`src/rtl/inst_fetcher_pkg.sv`:
```
// Shared constants and helpers for the fetch front end and the decoder.
package inst_fetcher_pkg;

  localparam int          INST_W     = 32;
  localparam logic [6:0]  OPCODE_JAL = 7'b1101111;

  typedef enum logic {
    S_IDLE  = 1'b0,
    S_FETCH = 1'b1
  } fetch_state_e;

  // One instruction-queue entry: 3 x 32 = 96 bits.
  typedef struct packed {
    logic [INST_W-1:0] inst;
    logic [INST_W-1:0] pc;
    logic [INST_W-1:0] pred_pc;
  } iq_entry_t;

  // Sign-extended J-type immediate (byte offset, bit 0 always zero).
  function automatic logic [INST_W-1:0] j_imm(input logic [INST_W-1:0] i);
    return {{11{i[31]}}, i[31], i[19:12], i[20], i[30:21], 1'b0};
  endfunction

endpackage

```
`src/rtl/inst_fetcher_queue.sv`:
```
// inst_queue: synchronous FIFO of decoded-ready fetch entries with
// push, pop, clear and occupancy count. Everything freezes while en_in is low.
module inst_queue
  import inst_fetcher_pkg::*;
#(
  parameter int DEPTH = 4,
  localparam int PTR_W = $clog2(DEPTH),
  localparam int CNT_W = $clog2(DEPTH) + 1
) (
  input  logic             clk_in,
  input  logic             rst_in,
  input  logic             en_in,
  input  logic             clear_in,
  input  logic             push_in,
  input  iq_entry_t        push_data,
  input  logic             pop_in,
  output logic             head_valid,
  output iq_entry_t        head_data,
  output logic [CNT_W-1:0] count
);

  iq_entry_t        mem_q [DEPTH];
  logic [PTR_W-1:0] wr_ptr_q, wr_ptr_d;
  logic [PTR_W-1:0] rd_ptr_q, rd_ptr_d;
  logic [CNT_W-1:0] count_q,  count_d;

  // Pointer and occupancy update; clear wins over push/pop.
  always_comb begin
    wr_ptr_d = wr_ptr_q;
    rd_ptr_d = rd_ptr_q;
    count_d  = count_q;
    if (en_in) begin
      if (clear_in) begin
        wr_ptr_d = '0;
        rd_ptr_d = '0;
        count_d  = '0;
      end else begin
        if (push_in) wr_ptr_d = wr_ptr_q + PTR_W'(1);
        if (pop_in)  rd_ptr_d = rd_ptr_q + PTR_W'(1);
        count_d = count_q + CNT_W'(push_in) - CNT_W'(pop_in);
      end
    end
  end

  // Control registers with synchronous reset.
  always_ff @(posedge clk_in) begin
    if (rst_in) begin
      wr_ptr_q <= '0;
      rd_ptr_q <= '0;
      count_q  <= '0;
    end else begin
      wr_ptr_q <= wr_ptr_d;
      rd_ptr_q <= rd_ptr_d;
      count_q  <= count_d;
    end
  end

  // Storage array; contents are only observable through a valid head.
  always_ff @(posedge clk_in) begin
    if (en_in && !clear_in && push_in) mem_q[wr_ptr_q] <= push_data;
  end

  assign head_valid = (count_q != '0);
  assign head_data  = head_valid ? mem_q[rd_ptr_q] : '0;
  assign count      = count_q;

endmodule

```
`src/rtl/inst_fetcher.sv`:
```
// Instruction fetch front end: one outstanding word request, static JAL
// prediction, and a small queue of {inst, pc, pred_pc} for the decoder.
//
//   state   | meaning
//   --------+-----------------------------------------------------------
//   S_IDLE  | no request outstanding (queue full or just out of reset)
//   S_FETCH | start_fetch=1, pc held stable until a matching word returns
module inst_fetcher
  import inst_fetcher_pkg::*;
#(
  parameter int          DEPTH    = 4,
  parameter logic [31:0] RESET_PC = 32'h0
) (
  input  logic        clk_in,
  input  logic        rst_in,
  input  logic        rdy_in,
  input  logic        rob_clear_up,
  input  logic [31:0] rob_new_pc,
  output logic [31:0] pc,
  output logic        start_fetch,
  input  logic        fetch_ready,
  input  logic [31:0] inst,
  input  logic [31:0] inst_addr,
  input  logic        dec_ready,
  output logic        iq_valid,
  output logic [31:0] iq_inst,
  output logic [31:0] iq_pc,
  output logic [31:0] iq_pred_pc
);

  localparam int CNT_W = $clog2(DEPTH) + 1;

  fetch_state_e     state_q, state_d;
  logic [31:0]      fetch_pc_q, fetch_pc_d;
  logic [31:0]      pred_pc;
  logic             accept;
  logic             pop;
  logic [CNT_W-1:0] iq_count;
  logic [CNT_W-1:0] count_next;
  iq_entry_t        push_entry;
  iq_entry_t        head_entry;

  // Static predictor and handshake qualification; flush discards both sides.
  always_comb begin
    pred_pc    = fetch_pc_q + ((inst[6:0] == OPCODE_JAL) ? j_imm(inst) : 32'd4);
    accept     = rdy_in && !rob_clear_up && (state_q == S_FETCH) &&
                 fetch_ready && (inst_addr == fetch_pc_q);
    pop        = rdy_in && !rob_clear_up && iq_valid && dec_ready;
    count_next = iq_count + CNT_W'(accept) - CNT_W'(pop);
    push_entry = '{inst: inst, pc: fetch_pc_q, pred_pc: pred_pc};
  end

  // Next-state and fetch PC; flush has top priority, rdy_in low freezes all.
  always_comb begin
    state_d    = state_q;
    fetch_pc_d = fetch_pc_q;
    if (rdy_in) begin
      if (rob_clear_up) begin
        state_d    = S_FETCH;
        fetch_pc_d = rob_new_pc;
      end else begin
        case (state_q)
          S_FETCH: begin
            if (accept) begin
              fetch_pc_d = pred_pc;
              state_d    = (count_next < CNT_W'(DEPTH)) ? S_FETCH : S_IDLE;
            end
          end
          default: begin
            if (iq_count < CNT_W'(DEPTH)) state_d = S_FETCH;
          end
        endcase
      end
    end
  end

  // State and fetch PC registers with synchronous reset.
  always_ff @(posedge clk_in) begin
    if (rst_in) begin
      state_q    <= S_IDLE;
      fetch_pc_q <= RESET_PC;
    end else begin
      state_q    <= state_d;
      fetch_pc_q <= fetch_pc_d;
    end
  end

  inst_queue #(.DEPTH(DEPTH)) u_inst_queue (
    .clk_in     (clk_in),
    .rst_in     (rst_in),
    .en_in      (rdy_in),
    .clear_in   (rob_clear_up),
    .push_in    (accept),
    .push_data  (push_entry),
    .pop_in     (pop),
    .head_valid (iq_valid),
    .head_data  (head_entry),
    .count      (iq_count)
  );

  assign pc          = fetch_pc_q;
  assign start_fetch = (state_q == S_FETCH);
  assign iq_inst     = head_entry.inst;
  assign iq_pc       = head_entry.pc;
  assign iq_pred_pc  = head_entry.pred_pc;

endmodule

```
`config.mk`:
```
export PLATFORM = sky130hd
export DESIGN_NAME = inst_fetcher
export DESIGN_NICKNAME = d
export VERILOG_FILES = /design/src/rtl/inst_fetcher_pkg.sv /design/src/rtl/inst_fetcher_queue.sv /design/src/rtl/inst_fetcher.sv
export SDC_FILE = /design/constraint.sdc
export NUM_CORES = 1
export LEC_CHECK = 0
export ABC_AREA = 1
export CORE_ASPECT_RATIO = 0.5
export CORE_UTILIZATION = 52
export CTS_BUF_LIST = sky130_fd_sc_hd__clkbuf_8
export CTS_CLUSTER_SIZE = 20
export DETAILED_ROUTE_END_ITERATION = 10
export PLACE_DENSITY = 0.78
export SLEW_MARGIN = 15
export SYNTH_ARGS = -nofsm -noshare
export SYNTH_HDL_FRONTEND = slang
export SYNTH_SLANG_ARGS = --single-unit
```
`constraint.sdc`:
```
create_clock -name clk_in -period 7.9 [get_ports clk_in]
set_input_delay 1.975 -clock clk_in [delete_from_list [all_inputs] [get_ports clk_in]]
set_output_delay 1.975 -clock clk_in [all_outputs]
set_load 0.05 [all_outputs]
```
==> results.txt <==
Counting distinct cell types in the post-synthesis netlist gives 50. Entering global routing, the biggest net connects 98 pins. The tools report the setup slack of the critical path after layout as 1.69 ns. The setup fix buffers added after clock tree synthesis is 0.

Clock tree synthesis inserted a total of 57 buffers. For the pin with the worst max-slew slack, the measured transition is 1.06 ns. Across the run, the number of max-cap violations was 0.

Post-CTS repair changed the size of 0 cells. The final-report hold violation count was 0; the CTS clock-pin slew for the worst setup and hold paths was 0.07 ns. The number of clock sinks is 422. Critical-path cell with the highest stage delay: sky130_fd_sc_hd__clkinv_2. The run finished, with violations left.

For this run, the slowest stage of the critical path takes 0.89 ns. The wire length after detailed routing was 56.1 mm. The finished cells cover 23100 µm². The initial utilization of the core area, before any placement, comes to 53.3%. The remaining antenna violation count is 0. Traced cell by cell, the critical path runs through clkinv_2, buf_4, nor2_1, o21ai_0, a21oi_1, clkdlybuf4s50_1. The share of the Yosys chip area taken by registers is 63.3%. Global routing used 45.1% of the available met2 tracks. The H-tree generated during clock tree synthesis spans 2 levels. Path class of the lowest-slack min-delay path: register to register.

The tools report the number of nets at the end of the flow as 2260. In the synthesized netlist, the number of instances is 1916. Via count of the first global-routing pass: 14200. The worst setup timing slack at the placement stage was 2.06 ns; the synthesized area per cell was 10.1 µm². The worst pin sits at a relative slew slack of 29.3%. Across the VDD grid, the largest voltage drop is 0.105 mV. At the worst endpoint, the required time is 5.93 ns. The tools report the total negative slack as 0 ns. Dividing total power by cell area gives a power density of 188 nW/µm². The maximum clock frequency is 161 MHz, and the number of synthesized flops with an enable pin is 380.

Counting instances, the worst hold path has a depth of 2. The first-pass GRT wire length came out at 83.5 mm. The remaining global-route overflow came out at 0.

The first detailed-routing pass took 9 iterations. STA puts the critical path data arrival time at 4.24 ns. The critical path runs through a total of 6 cells.

The boundary pin count is 232, and the ratio of cells with drive above 1 in the final layout is 6.07%. Routability-driven placement finished with a final weighted congestion of 0.976. The minimum period implied by the final worst setup slack works out to 6.21 ns. The flop and latch count out of synthesis is 422.

TritonCTS built the clock tree. The wire length per cell after detailed routing was 21.1 µm. met2 is the most crowded layer.

From synthesis to final layout, the design area changed by 19.3%. The checks that failed: design-rule violations. In the global route stage, met1 resource usage came out at 42.1%. The run gives 3 as the number of buffers on the longest clock path.

Setup violations remaining at the end of the flow were counted as 0. Family of cells with the greatest summed delay on the critical path: buffers and inverters. For the number of core rows, the log shows 49. Worst hold-check slack: 0.499 ns. Vertical extent of the die: 138 µm. The tools report the root cell of the clock tree as sky130_fd_sc_hd__clkbuf_8. The run gives 29.1% as the total global routing track utilization. The count of buffers added on input and output ports is 231. The post-synthesis async set-or-reset flop share was 0%. The period utilization came out at 78.6%.

For this design the static power due to leakage is 8.54 nW. The final setup skew came out at 0.0255 ns. The worst-path maximum fanout is 53, and the remaining design rule violation count is 3.

The cell area that synthesis handed to floorplanning was 19300 µm². The category of the critical setup timing path was register to primary output. The leading register cell type out of synthesis was sky130_fd_sc_hd__edfxtp_1.

Setup repair after global routing left no endpoint under its margin. The run gives 4 as the number of antenna violations at the first check in global routing. The placed instances occupy a cell area of 22100 µm². The routed layout has 15200 vias. Together, buffers and inverters on the worst path number 3.

The met3 track demand over resource in global routing was 4.99%; the via count normalized by instance count was 5.73. STA classifies the critical path startpoint as a register. Number of cells on the worst reg-to-reg path: 14. The die covers 38000 µm². The run gives 0 as the count of final max-slew check failures. The area inside the core boundary was 36300 µm²; the number of hold buffers added after CTS was 0. For this block, the initial DRC count from the detailed router was 1855. During synthesis, Yosys emitted a total of 0 warnings. Detailed placement ended at an HPWL of 36.6 mm. The number of nets handed over by synthesis was 2045.

The tools report the nature of the critical path endpoint as a primary output. The later pin in the worst-skew pair is clocked with a latency of 0.65 ns. Die width: 275 µm.
-- cells in the mapped netlist (2+ instances only) --
cell / instances / area (µm²)
sky130_fd_sc_hd__o41ai_1: 4 / 35.0
sky130_fd_sc_hd__fa_1: 2 / 40.0
sky130_fd_sc_hd__buf_1: 17 / 63.8
sky130_fd_sc_hd__nor2_2: 3 / 18.8
sky130_fd_sc_hd__a21oi_2: 8 / 70.1
sky130_fd_sc_hd__nor2_1: 471 / 1770
sky130_fd_sc_hd__nor3b_1: 2 / 15.0
sky130_fd_sc_hd__inv_2: 3 / 11.3
sky130_fd_sc_hd__o21ai_0: 233 / 1170
sky130_fd_sc_hd__nor4_1: 5 / 31.3
sky130_fd_sc_hd__o21a_1: 2 / 15.0
sky130_fd_sc_hd__a41oi_1: 3 / 26.3
sky130_fd_sc_hd__nor3_1: 10 / 50.1
sky130_fd_sc_hd__inv_1: 118 / 443
sky130_fd_sc_hd__buf_4: 4 / 30.0
sky130_fd_sc_hd__o21ai_1: 14 / 70.1
sky130_fd_sc_hd__nand4_1: 24 / 150
sky130_fd_sc_hd__nand2_1: 188 / 706
sky130_fd_sc_hd__edfxtp_1: 380 / 11400
sky130_fd_sc_hd__buf_6: 6 / 67.6
sky130_fd_sc_hd__buf_2: 3 / 15.0
sky130_fd_sc_hd__ha_1: 25 / 313
sky130_fd_sc_hd__nand2_2: 3 / 18.8
sky130_fd_sc_hd__nand2_4: 2 / 22.5
sky130_fd_sc_hd__clkbuf_1: 68 / 255
sky130_fd_sc_hd__a21oi_1: 145 / 726
sky130_fd_sc_hd__and2_1: 7 / 43.8
sky130_fd_sc_hd__xor2_1: 15 / 131
sky130_fd_sc_hd__dfxtp_1: 42 / 841
sky130_fd_sc_hd__o21bai_1: 2 / 15.0
sky130_fd_sc_hd__nand3_1: 38 / 190
sky130_fd_sc_hd__or2_2: 10 / 62.6
sky130_fd_sc_hd__xnor2_1: 24 / 210
sky130_fd_sc_hd__a21boi_0: 10 / 75.1
sky130_fd_sc_hd__nand3b_1: 4 / 30.0
sky130_fd_sc_hd__mux2i_1: 6 / 60.1
sky130_fd_sc_hd__nor2_4: 2 / 22.5
-- worst register-to-register path, delay by kind of cell (launching register included) --
kind	cells	cell delay (ns)
xor+xnor	1	0.19
buf+inv	4	0.77
simple gates	4	1.28
compound gates	2	0.30
flops	1	0.33
fa+ha+maj	3	0.79
-- per-stage QoR --
stage,utilization [%],instances,power [mW]
final,63.6,2662,4.34
after floorplan,-,1916,2.71
after CTS,63.5,2659,4.34
after global placement,60.8,2556,2.86
after detailed placement,60.8,2556,2.87
after global routing,63.6,2662,4.47
-- logic make-up after synthesis --
kind of cell,synth area share [%]
AOI/OAI and AO/OA,11.5
xor gates and xnor gates,1.77
adders and majority gates,1.82
buffers and inverters,4.73
DFF,63.3
muxes,0.311
and+or+nand+nor,16.5
-- where the power goes --
group          internal, mW  switching (mW)  total [mW]
sequential             2.44          0.0361        2.48
combinational         0.124           0.228       0.352
clock                 0.684           0.825        1.51
-- registers in the layout, summed over array words and instances, names as in the netlist, named ones only --
| register | flops |
|---|---|
| pc | 32 |
| start_fetch | 1 |
| u_inst_queue.wr_ptr_q | 2 |
| u_inst_queue.count | 3 |
| u_inst_queue.mem_q | 380 |
| u_inst_queue.rd_ptr_q | 2 |
-- metal layers --
layer  vias to the layer above  part of all wire [%]
met1                      7336                    42
met5                         -                     0
li1                       7009                     -
met2                       787                    46
met3                       109                   9.2
met4                         0                   2.8
-- layout make-up --
class	instances	area, µm²
repair buffers	255	2520
multi-input cells	1272	6210
well taps	484	606
clock buffers	58	798
fillers	2875	13200
flip-flops and latches	422	12300
diodes	3	7.51
inverters	123	467
clock inverters	45	203
-- worst paths after layout --
| kind | start | end | slack [ns] |
|---|---|---|---|
| worst max register to register | u_inst_queue.count[2] | start_fetch | 4.13 |
| worst min register to register | u_inst_queue.rd_ptr_q[0] | register | 0.50 |
| worst max-delay path | register | iq_inst[0] | 1.69 |
| worst min-delay path | u_inst_queue.rd_ptr_q[0] | register | 0.50 |
-- cells in the final DEF, fill, tap and decap left out, types with 3 or more instances in the layout --
| cell | count |
|---|---|
| sky130_fd_sc_hd__inv_1 | 142 |
| sky130_fd_sc_hd__clkdlybuf4s50_1 | 231 |
| sky130_fd_sc_hd__nor4_1 | 5 |
| sky130_fd_sc_hd__or2_2 | 10 |
| sky130_fd_sc_hd__xor2_1 | 15 |
| sky130_fd_sc_hd__edfxtp_1 | 380 |
| sky130_fd_sc_hd__nor2_4 | 7 |
| sky130_fd_sc_hd__nand3_1 | 38 |
| sky130_fd_sc_hd__nor3_1 | 10 |
| sky130_fd_sc_hd__nand3b_1 | 4 |
| sky130_fd_sc_hd__o21ai_0 | 233 |
| sky130_fd_sc_hd__a41oi_1 | 3 |
| sky130_fd_sc_hd__a21boi_0 | 10 |
| sky130_fd_sc_hd__nand2_1 | 188 |
| sky130_fd_sc_hd__diode_2 | 3 |
| sky130_fd_sc_hd__nand2_2 | 3 |
| sky130_fd_sc_hd__nor2_2 | 3 |
| sky130_fd_sc_hd__nor2_1 | 466 |
| sky130_fd_sc_hd__a21oi_2 | 8 |
| sky130_fd_sc_hd__clkinv_2 | 6 |
| sky130_fd_sc_hd__ha_1 | 25 |
| sky130_fd_sc_hd__dfxtp_1 | 40 |
| sky130_fd_sc_hd__xnor2_1 | 24 |
| sky130_fd_sc_hd__o21ai_1 | 14 |
| sky130_fd_sc_hd__a21oi_1 | 145 |
| sky130_fd_sc_hd__clkbuf_8 | 58 |
| sky130_fd_sc_hd__mux2i_1 | 6 |
| sky130_fd_sc_hd__and2_1 | 7 |
| sky130_fd_sc_hd__o41ai_1 | 4 |
| sky130_fd_sc_hd__buf_4 | 22 |
| sky130_fd_sc_hd__clkinv_1 | 14 |
| sky130_fd_sc_hd__nand4_1 | 24 |
Note: power is estimated with default switching activity, not from simulation.
